==> src/rtl/wb_fabric_decoder_pkg.sv <==
// Shared types and constants for the Wishbone fabric decoder.
// Slot map: four 1 KiB slots at the bottom of the 128 KiB window.
package wb_fabric_decoder_pkg;

  typedef enum logic [1:0] {
    ST_IDLE = 2'd0,
    ST_WAIT = 2'd1,
    ST_DONE = 2'd2
  } state_e;

  localparam int SLOT_CNT = 4;

  localparam logic [SLOT_CNT-1:0][16:0] SLOT_BASE = {
    17'h00C00,
    17'h00800,
    17'h00400,
    17'h00000
  };

  localparam logic [31:0] DEF_RD_VALUE_C = 32'hFABDEFAC;

  // Returns {hit, slot}; a slot spans the low 10 address bits.
  function automatic logic [2:0] slot_decode(
    input logic [16:0] adr
  );
    logic [2:0] v_res;
    v_res = 3'b000;
    for (int k = 0; k < SLOT_CNT; k++) begin
      if (adr[16:10] == SLOT_BASE[k][16:10]) begin
        v_res = {1'b1, 2'(k)};
      end
    end
    return v_res;
  endfunction

endpackage

==> src/rtl/wb_fabric_decoder_timeout.sv <==
// Wait-cycle watchdog for the fabric decoder.
// Built only when WB_FABRIC_TIMEOUT_EN is defined.
module wb_fabric_timeout #(
  parameter logic [7:0] TIMEOUT_CYC = 8'd64
) (
  input  logic clk,
  input  logic rst_n,
  input  logic i_clr,
  input  logic i_en,
  output logic o_expire
);

  logic [7:0] r_cnt;

  always_ff @(posedge clk or negedge rst_n) begin
    if (!rst_n) begin
      r_cnt <= 8'd0;
    end else if (i_clr) begin
      r_cnt <= 8'd0;
    end else if (i_en && r_cnt != 8'hFF) begin
      r_cnt <= r_cnt + 8'd1;
    end
  end

  assign o_expire = i_en && (r_cnt == TIMEOUT_CYC - 8'd1);

endmodule

==> src/rtl/wb_fabric_decoder.sv <==
// Wishbone 1-to-4 address decoder with registered ACK/data return.
// Optional slave watchdog enabled by macro WB_FABRIC_TIMEOUT_EN.
module wb_fabric_decoder
  import wb_fabric_decoder_pkg::*;
#(
  parameter logic [7:0]  TIMEOUT_CYC  = 8'd64,
  parameter logic [31:0] DEF_RD_VALUE = DEF_RD_VALUE_C
) (
  input  logic         WBs_CLK_i,
  input  logic         WBs_RST_n_i,
  input  logic [16:0]  WBm_ADR_i,
  input  logic         WBm_CYC_i,
  input  logic         WBm_STB_i,
  input  logic         WBm_WE_i,
  input  logic [3:0]   WBm_BYTE_STB_i,
  input  logic [31:0]  WBm_DAT_i,
  output logic [31:0]  WBm_DAT_o,
  output logic         WBm_ACK_o,
  output logic [3:0]   WBs_CYC_o,
  output logic         WBs_STB_o,
  output logic         WBs_WE_o,
  output logic [16:0]  WBs_ADR_o,
  output logic [3:0]   WBs_BYTE_STB_o,
  output logic [31:0]  WBs_DAT_o,
  input  logic [127:0] WBs_DAT_i,
  input  logic [3:0]   WBs_ACK_i,
  output logic         Bus_Err_o,
  output logic [7:0]   Timeout_Cnt_o
);

  state_e      r_state;
  logic [1:0]  r_slot;
  logic [31:0] r_dat;
  logic        r_ack;
  logic        r_err;

  logic        w_req;
  logic        w_hit;
  logic [1:0]  w_dec_slot;
  logic        w_start;
  logic        w_sel_ack;
  logic [31:0] w_sel_dat;

  assign w_req = WBm_CYC_i & WBm_STB_i;
  assign {w_hit, w_dec_slot} = slot_decode(WBm_ADR_i);
  assign w_start = (r_state == ST_IDLE) & w_req & w_hit;
  assign w_sel_ack = WBs_ACK_i[r_slot];
  assign w_sel_dat = WBs_DAT_i[{r_slot, 5'd0} +: 32];

  assign WBs_STB_o      = WBm_STB_i;
  assign WBs_WE_o       = WBm_WE_i;
  assign WBs_ADR_o      = WBm_ADR_i;
  assign WBs_BYTE_STB_o = WBm_BYTE_STB_i;
  assign WBs_DAT_o      = WBm_DAT_i;

  assign WBm_DAT_o = r_dat;
  assign WBm_ACK_o = r_ack;
  assign Bus_Err_o = r_err;

  always_comb begin
    WBs_CYC_o = 4'b0000;
    if (r_state == ST_IDLE && w_hit) begin
      WBs_CYC_o[w_dec_slot] = w_req;
    end else if (r_state == ST_WAIT) begin
      WBs_CYC_o[r_slot] = w_req;
    end
  end

`ifdef WB_FABRIC_TIMEOUT_EN
  logic       w_expire;
  logic [7:0] r_to_cnt;

  wb_fabric_timeout #(
    .TIMEOUT_CYC (TIMEOUT_CYC)
  ) u_timeout (
    .clk      (WBs_CLK_i),
    .rst_n    (WBs_RST_n_i),
    .i_clr    (w_start),
    .i_en     (r_state == ST_WAIT),
    .o_expire (w_expire)
  );

  assign Timeout_Cnt_o = r_to_cnt;
`else
  // Watchdog absent: count is tied off, parameter kept for API parity.
  assign Timeout_Cnt_o = TIMEOUT_CYC & 8'h00;
`endif

  always_ff @(posedge WBs_CLK_i or negedge WBs_RST_n_i) begin
    if (!WBs_RST_n_i) begin
      r_state  <= ST_IDLE;
      r_slot   <= 2'd0;
      r_dat    <= 32'd0;
      r_ack    <= 1'b0;
      r_err    <= 1'b0;
`ifdef WB_FABRIC_TIMEOUT_EN
      r_to_cnt <= 8'd0;
`endif
    end else begin
      r_ack <= 1'b0;
      r_err <= 1'b0;
      unique case (r_state)
        ST_IDLE: begin
          if (w_start) begin
            r_state <= ST_WAIT;
            r_slot  <= w_dec_slot;
          end else if (w_req) begin
            r_state <= ST_DONE;
            r_dat   <= DEF_RD_VALUE;
            r_ack   <= 1'b1;
            r_err   <= 1'b1;
          end
        end
        ST_WAIT: begin
          if (!WBm_CYC_i) begin
            r_state <= ST_IDLE;
          end else if (w_sel_ack) begin
            r_state <= ST_DONE;
            r_dat   <= w_sel_dat;
            r_ack   <= 1'b1;
`ifdef WB_FABRIC_TIMEOUT_EN
          end else if (w_expire) begin
            r_state <= ST_DONE;
            r_dat   <= DEF_RD_VALUE;
            r_ack   <= 1'b1;
            r_err   <= 1'b1;
            if (r_to_cnt != 8'hFF) begin
              r_to_cnt <= r_to_cnt + 8'd1;
            end
`endif
          end
        end
        ST_DONE: begin
          r_state <= ST_IDLE;
        end
        default: begin
          r_state <= ST_IDLE;
        end
      endcase
    end
  end

endmodule

==> config.mk <==
export PLATFORM = sky130hd
export DESIGN_NAME = wb_fabric_decoder
export DESIGN_NICKNAME = d
export VERILOG_FILES = /design/src/rtl/wb_fabric_decoder_pkg.sv /design/src/rtl/wb_fabric_decoder_timeout.sv /design/src/rtl/wb_fabric_decoder.sv
export SDC_FILE = /design/constraint.sdc
export NUM_CORES = 1
export LEC_CHECK = 0
export ABC_CLOCK_PERIOD_IN_PS = 2500
export BUFFER_PORTS_ARGS = -buffer_cell sky130_fd_sc_hd__buf_2
export CAP_MARGIN = 20
export CORE_AREA = 2 2 114 116
export CTS_CLUSTER_SIZE = 12
export DETAILED_ROUTE_END_ITERATION = 6
export DIE_AREA = 0 0 116 118
export HOLD_SLACK_MARGIN = 0.08
export PLACE_DENSITY = 0.62
export SLEW_MARGIN = 10
export SYNTH_ARGS = -nofsm -noshare
export SYNTH_HDL_FRONTEND = slang
export SYNTH_SLANG_ARGS = --single-unit
==> constraint.sdc <==
create_clock -name WBs_CLK_i -period 2.5 [get_ports WBs_CLK_i]
set_clock_uncertainty 0.2 [all_clocks]
set_input_delay 0.25 -clock WBs_CLK_i [delete_from_list [all_inputs] [get_ports WBs_CLK_i]]
set_output_delay 0.25 -clock WBs_CLK_i [all_outputs]
set_load 0.03 [all_outputs]
# After elaboration in Yosys (flattened, before gate mapping)
# Index checks and enable logic that the tools add are counted.
[word_totals] register_bits=38 in_bits=190 output_inout_bits=101 elab_cells=62
[op_classes] magnitude_cmp=4 n_eq_ne=10 shifts=1 mux=28 bitwise=5 reduce_logical=9
[ops] operator="32-bit 2-to-1 mux" n=4
[ops] operator="128-bit by 8-bit indexed part select with 32-bit output" n=1
[ops] operator="32-bit one-hot mux with 2 select lines" n=1
[ops] operator="7-bit by 2-bit == test with 1-bit output, second input constant" n=2
[ops] operator="3-bit 2-to-1 mux" n=4
[ops] operator="4-bit bitwise AND" n=2
[ops] operator="1-bit 2-to-1 mux" n=8
[ops] operator="2-bit 2-to-1 mux" n=4
[ops] operator="4-bit 2-to-1 mux" n=2
[ops] operator="2-bit != test, second input constant" n=4
[ops] operator="7-bit by 1-bit == test with 1-bit output, second input constant" n=1
[ops] operator="7-bit zero test" n=1
[ops] operator="2-bit by 3-bit < comparator with 1-bit output, second input constant" n=2
[ops] operator="3-bit != test, second input constant" n=2
[ops] operator="5-bit AND reduction" n=1
[ops] operator="1-bit demux with 2-bit select" n=2
[ops] operator="2-bit by 1-bit >= comparator with 1-bit output, second input constant" n=2
[ops] operator="2-bit one-hot mux with 2 select lines" n=1
[ops] operator="2-bit AND reduction" n=2
[ops] operator="1-bit bitwise AND" n=3
[ops] operator="1-bit logical AND" n=3
[ops] operator="1-bit binary-select mux with 2-bit select" n=1
[ops] operator="2-bit by 1-bit == test with 1-bit output, second input constant" n=1
[ops] operator="2-bit zero test" n=1
[ops] operator="2 further kinds" n=2

# Longest topological paths before layout
# Gate-level depths: netlist (run 1).
[depth] ltp_word=11 depth_mapped=6 mapped_depth_nobuf=4

# Worst setup path after synthesis (run 1)
# OpenSTA, ideal clock, no wires.
[synth_timing] path_type="in2out" startpoint="input port WBm_ADR_i[14]" endpoint="output port WBs_CYC_o[0]" arrival_ps=2158 t_required_ps=2050 slack_ps=-108 stages=4 path_buffers=1 cell_sequence="or4_4 -> or3b_2 -> clkbuf_1 -> o32ai_1"
[synth_via] elab_chain_len=10 word_cells_on_any_way=16 cone_classes="order compare: 2; eq/ne: 3; mux: 7; bitwise: 1; reduce/logical: 3"
[synth_rtl] item="start, declared" line_no="wb_fabric_decoder.sv:11" text="input logic [16:0] WBm_ADR_i,"
[synth_rtl] item="7-bit by 1-bit == test with 1-bit output" line_no="wb_fabric_decoder_pkg.sv:29" text="if (adr[16:10] == SLOT_BASE[k][16:10]) begin"
[synth_rtl] item="3-bit 2-to-1 mux (2 in series)" line_no="wb_fabric_decoder_pkg.sv:29"
[synth_rtl] item="3-bit 2-to-1 mux *" line_no="wb_fabric_decoder_pkg.sv:29"
[synth_rtl] item="2-bit by 3-bit < comparator with 1-bit output (not written as such) or 2-bit by 1-bit >= comparator with 1-bit output (tied branches)" line_no="wb_fabric_decoder.sv:63" text="WBs_CYC_o[w_dec_slot] = w_req;"
[synth_rtl] item="1-bit logical AND (not written as such)" line_no="wb_fabric_decoder.sv:63"
[synth_rtl] item="1-bit 2-to-1 mux (not written as such)" line_no="wb_fabric_decoder.sv:63"
[synth_rtl] item="1-bit demux with 2-bit select" line_no="wb_fabric_decoder.sv:63"
[synth_rtl] item="4-bit bitwise AND (no source line)"
[synth_rtl] item="4-bit 2-to-1 mux *" line_no="wb_fabric_decoder.sv:62" text="if (r_state == ST_IDLE && w_hit) begin"
[synth_rtl] item="end, declared" line_no="wb_fabric_decoder.sv:19" text="output logic [3:0] WBs_CYC_o,"
# Mark *: on every way between the ends. The rest lies on a longest branch, timed or not.

# Worst setup path after layout (run 1)
[layout_timing] startpoint="register r_state[0]" endpoint="output port WBs_CYC_o[3]"
[layout_via] elab_chain_len=3 word_cells_on_any_way=5 cone_classes="eq/ne: 1; mux: 2; reduce/logical: 2"
[layout_rtl] item="start, declared" line_no="wb_fabric_decoder.sv:31" text="state_e r_state;"
[layout_rtl] item="start signal, assigned" line_no="wb_fabric_decoder.sv:91" text="r_state <= ST_IDLE;"
[layout_rtl] item="start signal, assigned" line_no="wb_fabric_decoder.sv:105" text="r_state <= ST_WAIT;"
[layout_rtl] item="start signal, assigned" line_no="wb_fabric_decoder.sv:108" text="r_state <= ST_DONE;"
[layout_rtl] item="2-bit by 1-bit == test with 1-bit output or 2-bit zero test (tied branches)" line_no="wb_fabric_decoder.sv:64, wb_fabric_decoder.sv:62"
[layout_rtl] item="4-bit 2-to-1 mux or 1-bit logical AND (tied branches)" line_no="wb_fabric_decoder.sv:64, wb_fabric_decoder.sv:62"
[layout_rtl] item="4-bit 2-to-1 mux *" line_no="wb_fabric_decoder.sv:62"
# Marked as above.

==> results of run 1 <==
[final timing paths]
kind                                              to  slack [ns]                      start
setup / recovery                        WBs_CYC_o[3]        0.07     r_state[0]$_DFFE_PN0P_
hold / removal                 r_slot[0]$_DFFE_PN0P_        0.14              WBm_ADR_i[10]
setup reg to reg           WBm_DAT_o[20]$_DFFE_PN0P_        0.27     r_state[0]$_DFFE_PN0P_
hold reg to reg            WBm_DAT_o[22]$_DFFE_PN0P_        0.30  WBm_DAT_o[22]$_DFFE_PN0P_
max in group asynchronous      r_slot[0]$_DFFE_PN0P_        1.05                WBs_RST_n_i
min in group asynchronous  WBm_DAT_o[14]$_DFFE_PN0P_        0.43                WBs_RST_n_i
[critical path: stages (launching register included)]
cell	delay, ns
dfrtp_2	0.45
nor4bb_4	0.32
or3b_4	0.46
nor2_2	0.15
o2bb2ai_1	0.12
clkbuf_4	0.20
[synthesized netlist by cell type (2+ instances only)]
| library cell | count |
|---|---|
| o32ai_1 | 2 |
| nand2b_1 | 2 |
| buf_6 | 2 |
| buf_4 | 67 |
| clkbuf_1 | 4 |
| nor2_1 | 24 |
| nand2_1 | 3 |
| buf_1 | 2 |
| buf_2 | 4 |
| o2bb2ai_1 | 2 |
| mux4_2 | 33 |
| mux2i_1 | 23 |
| nor2b_1 | 10 |
| mux2_2 | 3 |
| mux2_4 | 6 |
| inv_1 | 26 |
| dfrtp_1 | 38 |
| o21ai_0 | 2 |
[kinds of logic (layout without fill, tap and decap cells)]
group / after synthesis / in the layout / share of synthesized area (%)
buf+inv: 105 / 231 / 22.1
flops: 38 / 38 / 31.6
other cells: 1 / 8 / 0.125
simple gates: 43 / 43 / 7.07
mux: 65 / 65 / 36.5
compound gates: 10 / 10 / 2.58
[cell type report]
type / count / area [um2] / area share [%]
Multi-Input combinational cell: 126 / 1450 / 36.7
Timing Repair Buffer: 197 / 1020 / 26.0
Sequential cell: 38 / 955 / 24.3
Tap cell: 172 / 215 / 5.47
Clock buffer: 6 / 139 / 3.53
Inverter: 26 / 97.6 / 2.48
Clock inverter: 2 / 60.1 / 1.53
[registers in the layout (all words and copies together), names as in the netlist]
signal     flops
r_state        2
WBm_ACK_o      1
r_slot         2
WBm_DAT_o     32
Bus_Err_o      1
[stage by stage]
step / instance area [um2] / power (mW) / utilization, % / instances / hold slack [ns]
3_3_place_gp: 3680 / 1.11 / 29.6 / 557 / 0.213
6_report: 3940 / 1.97 / 31.7 / 567 / 0.139
3_5_place_dp: 3680 / 1.12 / 29.6 / 557 / 0.243
5_1_grt: 3940 / 2.06 / 31.7 / 567 / 0.170
4_1_cts: 3910 / 2.01 / 31.5 / 567 / 0.102
2_1_floorplan: 3030 / 1.11 / - / 269 / -0.246
[per-layer routing]
metal	wire length [um]	part of all wire [%]	vias up	GRT usage, %
li1	-	-	1099	-
met1	3020	37	1155	12.7
met5	0	0	-	0
met4	236	2.9	0	5.51
met3	680	8.3	20	2.52
met2	4260	52	137	21.7
[what timing repair did]
action,in CTS,in global routing
setup endpoints to repair,4,4
hold buffers,2,0
pin swaps,0,1
resized for setup,4,7
hold endpoints to repair,39,0
[power by group]
group / internal [mW] / leakage, nW / total, mW / switching, mW
registers: 0.626 / 0.403 / 0.633 / 0.00749
logic: 0.265 / 1.43 / 0.473 / 0.208
clock network: 0.599 / 0.0971 / 0.861 / 0.261
total: 1.49 / 1.93 / 1.97 / 0.477
==> summary.txt, run 1 <==
Outcome
  – Status: finished clean

Clocking
  – Worst skew pair latency: 0.28 ns
  – TritonCTS clock tree: built
  – Setup repair bufs after CTS: 0
  – H-tree depth: 2
  – Clk root buf: clkbuf_16
  – Clock Pin Slew Worst Setup and Hold Paths: 0.06 ns
  – Clk sink count: 38
  – CTS Buf Count: 5
  – Clk buf depth: 2

Yosys
  – Leading area contributor after synthesis: dfrtp_1
  – Post-synthesis sequential area ratio: 31.6%
  – Mean Syn Cell Area: 11.5 um2
  – Syn Inst Count: 262
  – Largest cells by area after synthesis: dfrtp_1, mux4_2, buf_4, mux2i_1, inv_1
  – Share of the synthesized area in the top cell type: 31.6%
  – Main synth FF type: dfrtp_1
  – Cell Area, Synth: 3010 um2
  – #FFs+latches synth: 38
  – Post-synth EDFFs: 0
  – Synth unique cells: 27
  – Syn. warnings: 0
  – Async set-reset flop share out of synthesis: 100%

STA
  – Min Clock Period, post-route: 2.43 ns
  – Setup violators final: 0
  – Fmax: 411 MHz
  – Unrepaired setup endpoints after global routing: yes
  – Worst Max-Slew Pin Slew: 0.900 ns
  – Slew Viols, Final: 0
  – Period utilisation layout: 97.3%
  – Setup TNS: 0 ns
  – Worst Setup Slack, final: 0.0663 ns
  – Final hold vios: 0
  – Worst rel slew slack: 40.0%

Power
  – Leak pwr: 1.93 nW
  – Peak supply drop: 0.230 mV
  – Pwr per Cell Area: 500 nW/um2

Drt
  – Routed Antenna Nets: 0
  – Routed length per placed instance: 14.5 um
  – DRC: 0
  – Vias: 2411
  – First-pass DRT Iterations: 4
  – Post-DR vias/cell: 4.25
  – Number of DRC markers in iteration 0: 60
  – Routed wire length: 8200 um

Place
  – HPWL after DPL: 6680 um
  – Pre-CTS setup slack: 0.0842 ns
  – # port buffers: 188
  – Global placement routability congestion: 0.700

Floorplan
  – Core area: 12400 um2
  – Die H: 118 um
  – Die width: 116 um
  – Die Area: 13700 um2
  – Starting Density: 24.2%
  – Core Rows: 41
  – Ports: 291

Global route
  – Grt ovf: 0
  – Vias in the first global route: 2562
  – GRT Total Usage: 11.8%
  – Global-route wire length before repair: 12800 um
  – Largest net degree at the start of global routing: 39
  – Initial antenna violation count: 0

Critical path
  – WP data required: 2.05 ns
  – Crit Path Max Fanout: 7
  – Setup CP Type: flip-flop to output port
  – Critical path arrival: 1.98 ns
  – CP Launch Type: flip-flop
  – Worst setup EP type: output port
  – R2R depth: 5

Final layout
  – Layout cells sized above 1: 64.6%
  – Area growth syn-to-layout: 30.8%
  – Leading cell type in the layout, fill and taps excluded: buf_2
  – Ant diodes: 0
  – Fill cells: 1314
  – Final net count: 584
  – Commonest non-fill, non-tap cells in the layout: buf_2, dfrtp_1, mux4_2, inv_1

Hold path
  – Hold path depth: 3
  – Hold Path Class: input port to flip-flop

Run
  – Max capacitance violation total: 0
Note: power is estimated with default switching activity, not from simulation.
==> inputs of run 2 (changes only) <==
ABC_CLOCK_PERIOD_IN_PS = 2670   (was 2500)
CAP_MARGIN = unset   (was 20)
clock period = 2.67 ns   (was 2.5 ns; I/O delays follow)
==> run 2 against run 1 <==
Wire length fell by 0.72%. Sequential power down 6.5%. Largest power group unchanged. Critical endpoint is now WBs_CYC_o[2]. Cell count shrank 0.35%. Utilization is 0.76 points lower.
==> summary.txt, run 2 (synthesis results as in run 1) <==
Outcome
  – Status: finished clean

Clocking
  – Setup repair bufs after CTS: 0
  – Clock Pin Slew Worst Setup and Hold Paths: 0.06 ns
  – Worst skew pair latency: 0.28 ns
  – H-tree depth: 2
  – CTS Buf Count: 5
  – TritonCTS clock tree: built
  – Clk buf depth: 2
  – Clk root buf: clkbuf_16
  – Clk sink count: 38

Drt
  – Routed wire length: 8140 um
  – First-pass DRT Iterations: 3
  – Vias: 2363
  – Routed Antenna Nets: 0
  – Routed length per placed instance: 14.4 um
  – Number of DRC markers in iteration 0: 86
  – Post-DR vias/cell: 4.18
  – DRC: 0

Floorplan
  – Die Area: 13700 um2
  – Core area: 12400 um2
  – Starting Density: 24.2%
  – Core Rows: 41
  – Die H: 118 um
  – Die width: 116 um
  – Ports: 291

Power
  – Combinational power share: 27.0%
  – Leak pwr: 1.90 nW
  – Clock network fraction of total power: 36.6%
  – Share of power burned in registers: 36.4%
  – Pwr per Cell Area: 424 nW/um2
  – Sw Share: 26.2%
  – Int Power: 1.20 mW
  – Peak supply drop: 0.211 mV
  – Net Sw Power: 0.427 mW

Critical path
  – WP data required: 2.20 ns
  – Worst setup EP type: output port
  – Critical path arrival: 2.00 ns
  – CP Launch Type: flip-flop
  – Setup CP Type: flip-flop to output port
  – Worst flop-to-flop path startpoint: r_state[0]$_DFFE_PN0P_
  – R2R depth: 5
  – Crit Path Max Fanout: 7
  – Crit. Startpoint: r_state[0]$_DFFE_PN0P_

Run
  – Max capacitance violation total: 0

STA
  – Setup violators final: 0
  – Slew Viols, Final: 0
  – Fmax: 405 MHz
  – Final hold vios: 0
  – Min Clock Period, post-route: 2.47 ns
  – Worst Max-Slew Pin Slew: 0.887 ns
  – Setup TNS: 0 ns
  – Period utilisation layout: 92.5%
  – Unrepaired setup endpoints after global routing: no
  – Worst rel slew slack: 40.9%

Final layout
  – Max reg flops: 32
  – Area growth syn-to-layout: 27.7%
  – Fill cells: 1304
  – Post-route cell area: 3840 um2
  – Ant diodes: 0
  – Final net count: 582
  – Commonest non-fill, non-tap cells in the layout: buf_2, dfrtp_1, mux4_2, inv_1
  – Leading cell type in the layout, fill and taps excluded: buf_2
  – Layout cells sized above 1: 63.9%

Hold path
  – Hold path depth: 2
  – Hold Path Class: input port to flip-flop
  – Hold_sp: WBm_ADR_i[15]

Place
  – Global placement routability congestion: 0.712
  – HPWL after DPL: 6620 um
  – # port buffers: 188
  – Area after DPL: 3670 um2

Global route
  – GRT Total Usage: 11.7%
  – Initial antenna violation count: 0
  – Grt ovf: 0
  – Global-route wire length before repair: 12500 um
  – Vias in the first global route: 2558
  – Largest net degree at the start of global routing: 39
[run 2: metrics by stage]
stage,hold slack (ns),total power [mW],utilization [%],instances,setup WS (ns)
finish,0.120,1.63,30.9,565,0.199
global route,0.114,1.72,30.9,565,0.0838
CTS,0.0940,1.66,30.8,565,0.0101
detailed placement,0.245,1.05,29.6,556,0.200
global placement,0.236,1.04,29.6,556,0.246
floorplan,-0.229,1.04,-,269,0.0283
[run 2: critical path: stages, from the launching register on]
cell and delay (ns):
dfrtp_1 0.44, nor4bb_2 0.32, or3b_4 0.47, nor2_2 0.16
o2bb2ai_1 0.13, buf_2 0.21
[run 2: cell type report]
type / count / area, um2 / area share [%]
well taps: 172 / 215 / 5.60
clock buffers: 7 / 143 / 3.71
clock inverters: 1 / 5.00 / 0.130
inverters: 26 / 97.6 / 2.54
flip-flops and latches: 38 / 953 / 24.8
multi-input cells: 126 / 1430 / 37.2
repair buffers: 195 / 998 / 26.0
[run 2: power by group through the flow]
stage | Combinational, mW | Clock, mW | Sequential, mW
after global placement | 0.435 | 0 | 0.602
after CTS | 0.446 | 0.621 | 0.592
after global routing | 0.478 | 0.652 | 0.593
final | 0.440 | 0.596 | 0.592
after floorplan | 0.430 | 0 | 0.608
after detailed placement | 0.444 | 0 | 0.603
[run 2: path summary, 6_finish.rpt]
path,to,slack (ns)
max in group asynchronous,r_slot[0]$_DFFE_PN0P_,1.21
worst min-delay path,Bus_Err_o$_DFF_PN0_,0.12
worst min register to register,WBm_DAT_o[22]$_DFFE_PN0P_,0.30
worst max-delay path,WBs_CYC_o[2],0.20
worst max register to register,WBm_DAT_o[17]$_DFFE_PN0P_,0.55
min in group asynchronous,WBm_DAT_o[4]$_DFFE_PN0P_,0.45
[run 2: repair_timing]
action | CTS | global route
resized for setup | 0 | 4
hold buffers | 1 | 0
endpoints found under the hold margin | 38 | 0
endpoints found under the setup margin | 0 | 4
[run 2: metal layers]
metal	up-vias	GRT usage (%)	wire (um)
met4	0	5.58	243
met3	20	2.83	661
met5	-	0	0
met1	1117	13.0	3120
met2	132	20.8	4110
li1	1094	-	-
==> inputs of run 3 (changes only) <==
--- a/config.mk
+++ b/config.mk
@@ -14,4 +14,5 @@
 export HOLD_SLACK_MARGIN = 0.08
 export PLACE_DENSITY = 0.62
+export RECOVER_POWER = 25
 export SLEW_MARGIN = 10
 export SYNTH_ARGS = -nofsm -noshare
--- a/constraint.sdc
+++ b/constraint.sdc
@@ -3,3 +3,3 @@
 set_input_delay 0.267 -clock WBs_CLK_i [delete_from_list [all_inputs] [get_ports WBs_CLK_i]]
 set_output_delay 0.267 -clock WBs_CLK_i [all_outputs]
-set_load 0.03 [all_outputs]
+set_load 0.1 [all_outputs]
==> run 3 against run 2 <==
Die area is the same. Wire length grew 1.3%. Hold slack gained 0.015 ns. Combinational power grew 22%. Sequential cell count is the same. Critical path depth is the same. Cell count shrank 0.53%.
==> summary.txt, run 3 (synthesis results as in run 1) <==
Outcome
  – Status: finished clean

STA
  – Unrepaired setup endpoints after global routing: no
  – Setup TNS: 0 ns
  – Final hold vios: 0
  – Worst rel slew slack: 40.2%
  – Fmax: 394 MHz
  – Worst Max-Slew Pin Slew: 0.896 ns
  – Min Clock Period, post-route: 2.54 ns
  – Slew Viols, Final: 0
  – Worst Setup Slack, final: 0.131 ns
  – Period utilisation layout: 95.1%
  – Setup violators final: 0

Critical path
  – Critical path arrival: 2.07 ns
  – FF-to-FF setup slack: 0.27 ns
  – R2R depth: 5
  – R2r endpoint: WBm_DAT_o[27]$_DFFE_PN0P_
  – Setup CP Type: flip-flop to output port
  – Setup crit end: WBs_CYC_o[3]
  – Worst flop-to-flop path startpoint: r_state[0]$_DFFE_PN0P_
  – CP Launch Type: flip-flop
  – Crit Path Max Fanout: 7
  – Crit. Startpoint: r_state[0]$_DFFE_PN0P_
  – WP data required: 2.20 ns
  – Worst setup EP type: output port

Final layout
  – Final net count: 580
  – Max reg flops: 32
  – Leading cell type in the layout, fill and taps excluded: buf_2
  – Fin util: 31.4%
  – Commonest non-fill, non-tap cells in the layout: buf_2, dfrtp_1, mux4_2, inv_1
  – Area growth syn-to-layout: 29.8%
  – Layout cells sized above 1: 64.3%

Drt
  – Vias: 2407
  – Post-DR vias/cell: 4.28
  – Routed Antenna Nets: 0
  – First-pass DRT Iterations: 4
  – Number of DRC markers in iteration 0: 82
  – DRC: 0
  – Routed length per placed instance: 14.7 um
  – Routed wire length: 8240 um

Clocking
  – Setup repair bufs after CTS: 0
  – Worst skew pair latency: 0.27 ns
  – Clk root buf: clkbuf_16
  – CTS Buf Count: 5
  – Clk buf depth: 2
  – TritonCTS clock tree: built
  – Clock Pin Slew Worst Setup and Hold Paths: 0.05 ns
  – H-tree depth: 2
  – Clk sink count: 38

Power
  – Leak pwr: 1.90 nW
  – Share of power burned in registers: 34.8%
  – Peak supply drop: 0.215 mV
  – Combinational power share: 31.4%
  – Net Sw Power: 0.511 mW
  – Pwr per Cell Area: 436 nW/um2
  – Sw Share: 30.0%
  – Int Power: 1.19 mW
  – Power, Total: 1.70 mW
  – Clock network fraction of total power: 33.8%

Global route
  – Global-route wire length before repair: 13000 um
  – GRT Total Usage: 12.0%
  – Vias in the first global route: 2602
  – Largest net degree at the start of global routing: 39
  – Initial antenna violation count: 1
  – Grt ovf: 0

Floorplan
  – Die width: 116 um
  – Core Rows: 41
  – Starting Density: 24.2%
  – Ports: 291
  – Die Area: 13700 um2
  – Die H: 118 um
  – Core area: 12400 um2

Hold path
  – Hold Path Class: input port to flip-flop
  – Hold path depth: 2

Run
  – Max capacitance violation total: 0

Place
  – # port buffers: 188
  – Global placement routability congestion: 0.748
  – Pre-CTS setup slack: 0.209 ns
  – HPWL after DPL: 6640 um
## run 3: through the flow
step | cell area (um2) | std cells | hold WS (ns)
after floorplan | 3070 | 269 | -0.229
after global placement | 3740 | 554 | 0.233
after detailed placement | 3740 | 554 | 0.245
after CTS | 3890 | 561 | 0.122
after global routing | 3900 | 562 | 0.147
final | 3900 | 562 | 0.134
## run 3: how the worst min path moves through the flow
| stage | startpoint | end | slack [ns] |
|---|---|---|---|
| 2_1_floorplan | WBs_RST_n_i | Bus_Err_o$_DFF_PN0_ | -0.23 |
| 3_3_place_gp | WBs_RST_n_i | WBm_DAT_o[21]$_DFFE_PN0P_ | 0.23 |
| 3_5_place_dp | WBs_RST_n_i | WBm_DAT_o[23]$_DFFE_PN0P_ | 0.24 |
| 4_1_cts | WBm_ADR_i[15] | Bus_Err_o$_DFF_PN0_ | 0.12 |
| 5_1_grt | WBm_ADR_i[15] | Bus_Err_o$_DFF_PN0_ | 0.15 |
| 6_report | WBm_ADR_i[15] | Bus_Err_o$_DFF_PN0_ | 0.13 |
## run 3: layout make-up
class / count / area [um2]
Fill cell: 1314 / 8510
Multi-Input combinational cell: 126 / 1460
Timing Repair Buffer: 193 / 1040
Sequential cell: 38 / 953
Tap cell: 172 / 215
Clock buffer: 6 / 139
Inverter: 26 / 97.6
Antenna cell: 1 / 2.50
## run 3: metal layers
layer / share of wire, % / vias to the layer above / global-route usage (%)
met1: 37 / 1170 / 12.8
met2: 53 / 123 / 21.9
met5: 0 / - / 0
met3: 7.5 / 29 / 2.99
met4: 3.1 / 0 / 4.99
li1: - / 1085 / -
## run 3: power groups by stage
stage | registers [mW] | clock network (mW) | logic (mW)
global route | 0.592 | 0.635 | 0.574
floorplan | 0.632 | 0 | 0.702
finish | 0.591 | 0.575 | 0.535
global placement | 0.601 | 0 | 0.531
CTS | 0.591 | 0.603 | 0.544
detailed placement | 0.602 | 0 | 0.542
## run 3: repair_timing
action                     4_1_cts  5_1_grt
gates resized for setup          0        2
setup endpoints to repair        0        2
hold endpoints to repair        38        0
hold buffers                     1        0
## run 3: critical path, cell delays in order, from the launching register on
cell and delay (ns):
dfrtp_1 0.44, nor4bb_2 0.31, or3b_4 0.47, nor2_2 0.16, o2bb2ai_1 0.19, buf_12 0.21
